===== src/rtl/regfile_port_arbiter.sv =====
// regfile_port_arbiter: round-robin two-port arbiter in front of the 8x32 register file.
// Define ARB_LOCK_EN to add a_lock/b_lock grant locking (up to LOCK_MAX consecutive grants).
module regfile_port_arbiter #(
   parameter int DATA_W     = 8,
   parameter int ADDR_W     = 5,
   parameter bit FIRST_PRIO = 1'b0,
   parameter int LOCK_MAX   = 4
) (
   input  logic              clk,
   input  logic              reset_n,
   input  logic              a_req,
   input  logic              a_we,
   input  logic [ADDR_W-1:0] a_addr,
   input  logic [DATA_W-1:0] a_wdata,
   input  logic              b_req,
   input  logic              b_we,
   input  logic [ADDR_W-1:0] b_addr,
   input  logic [DATA_W-1:0] b_wdata,
`ifdef ARB_LOCK_EN
   input  logic              a_lock,
   input  logic              b_lock,
`endif
   input  logic [DATA_W-1:0] rf_data_out,
   output logic              a_gnt,
   output logic              a_rvalid,
   output logic              b_gnt,
   output logic              b_rvalid,
   output logic [DATA_W-1:0] rdata,
   output logic [ADDR_W-1:0] rf_address,
   output logic [DATA_W-1:0] rf_data_in,
   output logic              rf_enable
);
   typedef enum logic [1:0] {IDLE, ACC_A, ACC_B} state_t;

   if (LOCK_MAX < 1) begin : g_lock_max_chk
      $error("LOCK_MAX must be at least 1");
   end

   state_t            r_state;
   state_t            w_next;
   logic              r_last;
   logic              r_a_gnt;
   logic              r_b_gnt;
   logic              r_a_rvalid;
   logic              r_b_rvalid;
   logic [DATA_W-1:0] r_rdata;
   logic [ADDR_W-1:0] r_rf_address;
   logic [DATA_W-1:0] r_rf_data_in;
   logic              r_rf_enable;
   logic              w_hold_a;
   logic              w_hold_b;
   logic              w_elig_a;
   logic              w_elig_b;
   logic              w_grant;
   logic              w_pick_b;

`ifdef ARB_LOCK_EN
   localparam int CNT_W = $clog2(LOCK_MAX + 1);
   localparam logic [CNT_W-1:0] LOCK_LIM = CNT_W'(LOCK_MAX);
   logic [CNT_W-1:0] r_lock_cnt;
   // a locked owner keeps the port while its run of grants is below the limit
   assign w_hold_a = r_state == ACC_A && a_lock && a_req && r_lock_cnt < LOCK_LIM;
   assign w_hold_b = r_state == ACC_B && b_lock && b_req && r_lock_cnt < LOCK_LIM;
   // length of the current run of consecutive grants to one port
   always_ff @(posedge clk or negedge reset_n)
      if (!reset_n) r_lock_cnt <= '0;
      else r_lock_cnt <= w_next == IDLE ? '0 : w_next == r_state ? r_lock_cnt + CNT_W'(1) : CNT_W'(1);
`else
   assign w_hold_a = 1'b0;
   assign w_hold_b = 1'b0;
`endif

   // the port that just had an access sits out one cycle unless it holds a lock
   assign w_elig_a = a_req && (r_state != ACC_A || w_hold_a);
   assign w_elig_b = b_req && (r_state != ACC_B || w_hold_b);
   assign w_grant  = w_elig_a || w_elig_b;
   assign w_pick_b = w_hold_b || (!w_hold_a && w_elig_b && (!w_elig_a || !r_last));
   assign w_next   = !w_grant ? IDLE : w_pick_b ? ACC_B : ACC_A;

   // arbitration FSM with registered grant, regfile drive and read-data return
   always_ff @(posedge clk or negedge reset_n)
      if (!reset_n) begin
         r_state      <= IDLE;
         r_last       <= ~FIRST_PRIO;
         r_a_gnt      <= 1'b0;
         r_b_gnt      <= 1'b0;
         r_a_rvalid   <= 1'b0;
         r_b_rvalid   <= 1'b0;
         r_rdata      <= '0;
         r_rf_address <= '0;
         r_rf_data_in <= '0;
         r_rf_enable  <= 1'b0;
      end else begin
         r_state     <= w_next;
         r_a_gnt     <= w_next == ACC_A;
         r_b_gnt     <= w_next == ACC_B;
         r_rf_enable <= w_grant && (w_pick_b ? b_we : a_we);
         if (w_grant) begin
            r_last       <= w_pick_b;
            r_rf_address <= w_pick_b ? b_addr : a_addr;
            r_rf_data_in <= w_pick_b ? b_wdata : a_wdata;
         end
         r_a_rvalid <= r_state == ACC_A && !r_rf_enable;
         r_b_rvalid <= r_state == ACC_B && !r_rf_enable;
         if (r_state != IDLE && !r_rf_enable) r_rdata <= rf_data_out;
      end

   assign a_gnt      = r_a_gnt;
   assign b_gnt      = r_b_gnt;
   assign a_rvalid   = r_a_rvalid;
   assign b_rvalid   = r_b_rvalid;
   assign rdata      = r_rdata;
   assign rf_address = r_rf_address;
   assign rf_data_in = r_rf_data_in;
   assign rf_enable  = r_rf_enable;
endmodule


===== config.mk =====
export PLATFORM = sky130hd
export DESIGN_NAME = regfile_port_arbiter
export DESIGN_NICKNAME = d
export VERILOG_FILES = /design/src/rtl/regfile_port_arbiter.sv
export SDC_FILE = /design/constraint.sdc
export NUM_CORES = 1
export LEC_CHECK = 0
export BUFFER_PORTS_ARGS = -buffer_cell sky130_fd_sc_hd__buf_4
export CAP_MARGIN = 30
export CELL_PAD_IN_SITES_DETAIL_PLACEMENT = 1
export CELL_PAD_IN_SITES_GLOBAL_PLACEMENT = 2
export CORE_UTILIZATION = 29
export CTS_BUF_LIST = sky130_fd_sc_hd__clkbuf_8
export DETAILED_ROUTE_END_ITERATION = 10
export PLACE_DENSITY = 0.87
export SLEW_MARGIN = 20
export SYNTH_ARGS = -nofsm -noshare
export SYNTH_HDL_FRONTEND = slang
export SYNTH_SLANG_ARGS = --single-unit

===== constraint.sdc =====
create_clock -name clk -period 3 [get_ports clk]
set_clock_uncertainty 0.2 [all_clocks]
set_input_delay 0.3 -clock clk [delete_from_list [all_inputs] [get_ports clk]]
set_output_delay 0.3 -clock clk [all_outputs]
set_load 0.005 [all_outputs]

==> results.sh <==
export IMPL_vias=967
export IMPL_reg2regPathDepth=4
export IMPL_synth_area_mux_share=0.0879
export IMPL_antenna_found_initial=0
export IMPL_synth_cell_types=22
export IMPL_grt_setup_unrepaired="false"
export IMPL_synth_main_ff_cell="dfrtp_1"
export IMPL_holdPathStages=2
export IMPL_grt_overflow_total=0
export IMPL_worst_pin_slew_ps=779
export IMPL_drive_gt1_frac=0.567
export IMPL_max_slew_margin=0.477
export IMPL_fin_tns_setup_ps=0
export IMPL_synth_simple_area_share=0.125
export IMPL_firstDrtPassIters=4
export IMPL_cts_max_level=1
export IMPL_initial_utilization=0.308
export IMPL_dp_hpwl_um=2240
export IMPL_yosysSeqAreaShare=0.587
export IMPL_whs_endpoint="rf_data_in[5]"
export IMPL_leakage_nw=0.876
export IMPL_crit_type="reg -> reg"
export IMPL_synth_most_common_cell="dfrtp_1"
export IMPL_rows=22
export IMPL_synthXorXnorAreaFrac=0
export IMPL_synth_warnings=0
export IMPL_clk_path_buf_depth=2
export IMPL_area_growth_syn_to_layout_pct=49.8
export IMPL_finalSetupViolCount=0
export IMPL_setup_worst_path_start_class="flop"
export IMPL_end_kind="flop"
export IMPL_critPathTopFamily="compound AO/OA/AOI/OAI gates"
export IMPL_final_util=0.461
export IMPL_gp_congestion=0.722
export IMPL_core_um2=3740
export IMPL_synth_async_reset_ratio=1.00
export IMPL_min_from="b_wdata[5]"
export IMPL_multi_input_area_um2=435
export IMPL_fill_cells=435
export IMPL_wl_per_cell_um=15.0
export IMPL_synth_seq_cells=27
export IMPL_path_cells="nor2b_2 > o21ai_1 > and3_1 > a221o_1"
export IMPL_cp_max_fo=14
export IMPL_fin_nets=191
export IMPL_avgViaCountPerCell=4.88
export IMPL_drv_cap=0
export IMPL_io_buffers=65
export IMPL_finalCritPeriodShare=0.629
export IMPL_cts_inserted_buffers=3
export IMPL_synth_top_family_by_area="compound AO/OA/AOI/OAI gates"
export IMPL_synth_area_leaders="dfrtp_1 (56%), a221o_1 (11%), mux2_2 (8.8%), and3_1 (7.1%), dfstp_2 (2.3%)"
export IMPL_grt_pass1_wl_um=4800
export IMPL_wl_um=2970
export IMPL_synth_compound_area_share=0.165
export IMPL_final_hold_viol_count=0
export IMPL_ir_worst_vdd_v=0.000232
export IMPL_numClockSinks=27
export IMPL_grt_start_max_net_pins=28
export IMPL_status="finished clean"
export IMPL_r2r_slack_ps=1110
export IMPL_synthAdderAreaFrac=0
export IMPL_p_per_area_nw_per_um2=708
export IMPL_r2r_end="rf_address[4]"
export IMPL_crit_arrival_ps=1890
export IMPL_netlist_area_um2=1150
export IMPL_worst_path_largest_cell_delay_ps=630
export IMPL_syn_avg_cell_area_um2=13.6
export IMPL_cpMaxStageDelayCell="o21ai_1"
export IMPL_fmax_mhz=530
export IMPL_netlist_top_cells_count="dfrtp_1 (26), a221o_1 (13), and3_1 (13)"
export IMPL_fp_dieW_um=65.0
export IMPL_hold_ws_ps=51.8
export IMPL_synth_top_area_frac=0.565
export IMPL_clockRootBuffer="clkbuf_8"
export IMPL_fp_dieArea_um2=4230
export IMPL_die_y_um=65.0
export IMPL_syn_inst=85
export IMPL_io_pins=66
export IMPL_tritoncts="built"
export IMPL_crit_buf_inv=0
export IMPL_syn_nets=125
export IMPL_synth_area_leader_cell="dfrtp_1"
export IMPL_gr_usage_all_layers=0.148
export IMPL_drt_iter0_drc=24
export IMPL_diodes=0
export IMPL_clkSlewWorstSetupHoldPaths_ps=90
export IMPL_synth_edf_count=0
export IMPL_hp_class="in -> reg"
export IMPL_regArea_um2=677
export IMPL_grt_pass1_vias=1016
export IMPL_period_minus_slack_ps=1890
export IMPL_drc=0
export IMPL_drv_slew=0
export IMPL_drtAntennaViolNets=0
export IMPL_finalPower_w=0.00122
export IMPL_cp_data_required_time_ps=3010
export IMPL_clk_latency_ps=270
export IMPL_r2r_start="r_state[0]"
[area by class of cell]
cell class                 count  share of cell area
clock buffer                   3              0.0239
clock inverter                 1             0.00435
multi-input combinational     52               0.252
sequential                    27               0.392
tap                           48              0.0348
timing repair buffer          67               0.293
[stage by stage]
stage | setup slack [ps] | cell area (µm²) | instances
after global placement | 1180 | 1670 | 193
after global routing | 920 | 1730 | 198
after CTS | 1070 | 1730 | 198
final | 1110 | 1730 | 198
after floorplan | 1360 | 1150 | 85
after detailed placement | 1100 | 1670 | 193
[routing by layer]
metal  global-route usage  part of all wire
met3               0.0282             0.064
met4               0.0489                 0
met5                    0                 0
met1                0.185              0.43
met2                0.255              0.51
[where the power goes]
group / internal (W) / total, W / switching [W]
sequential: 0.000484 / 0.000560 / 0.0000758
clock: 0.0000940 / 0.000202 / 0.000108
combinational: 0.000287 / 0.000459 / 0.000172
[kinds of logic (layout without fill, tap and decap cells)]
| kind of cell | after synthesis | in the layout |
|---|---|---|
| flip-flops | 27 | 27 |
| AND/OR/NAND/NOR | 23 | 23 |
| AO/OA/AOI/OAI | 20 | 20 |
| multiplexers | 9 | 9 |
| buffers and inverters | 6 | 71 |
[worst reg2reg max path, delay by kind of cell, from the launching register on]
| family | cells | cell delay, ps |
|---|---|---|
| compound gates | 2 | 740 |
| simple gates | 2 | 450 |
| flops | 1 | 440 |
[flip-flops by register name, summed over array words and instances, names as in the netlist]
register and count:
r_state 1, a_rvalid 1, rdata 8, rf_enable 1, rf_data_in 8, r_last 1
b_gnt 1, b_rvalid 1, rf_address 5
[how the worst max path moves through the flow]
stage / startpoint / end / slack [ps] / depth (start not counted)
2_1_floorplan: r_state[0] / rf_address[2] / 1360 / 6
3_3_place_gp: r_state[0] / rf_address[1] / 1180 / 4
3_5_place_dp: r_state[0] / rf_data_in[2] / 1100 / 4
4_1_cts: r_state[0] / rf_address[1] / 1070 / 4
5_1_grt: r_state[0] / rf_data_in[0] / 920 / 4
6_report: r_state[0] / rf_address[4] / 1110 / 4
[repair_timing]
item | 4_1_cts | 5_1_grt
hold buffers | 1 | 0
gates resized for setup | 0 | 0
hold endpoints to repair | 26 | 0
setup buffers | 0 | 0
[cell usage in the layout (no fill, tap or decap)]
| master | instances |
|---|---|
| nor2_1 | 2 |
| nor2b_2 | 1 |
| clkbuf_8 | 3 |
| nor2b_1 | 2 |
| and3_1 | 13 |
| dfstp_2 | 1 |
| o21ai_1 | 1 |
| nand2b_4 | 1 |
| buf_4 | 66 |
| nand2_1 | 2 |
| o21bai_2 | 1 |
| mux2_2 | 9 |
| o211a_1 | 1 |
| dlygate4sd3_1 | 1 |
| a21o_1 | 1 |
| a22o_1 | 1 |
| and2_1 | 1 |
| a221o_1 | 13 |
| a21oi_2 | 1 |
| dfrtp_1 | 26 |
| o21ai_2 | 1 |
| nand2b_1 | 1 |
| clkinvlp_4 | 1 |
No activity file was read; power rests on OpenSTA's default activity.
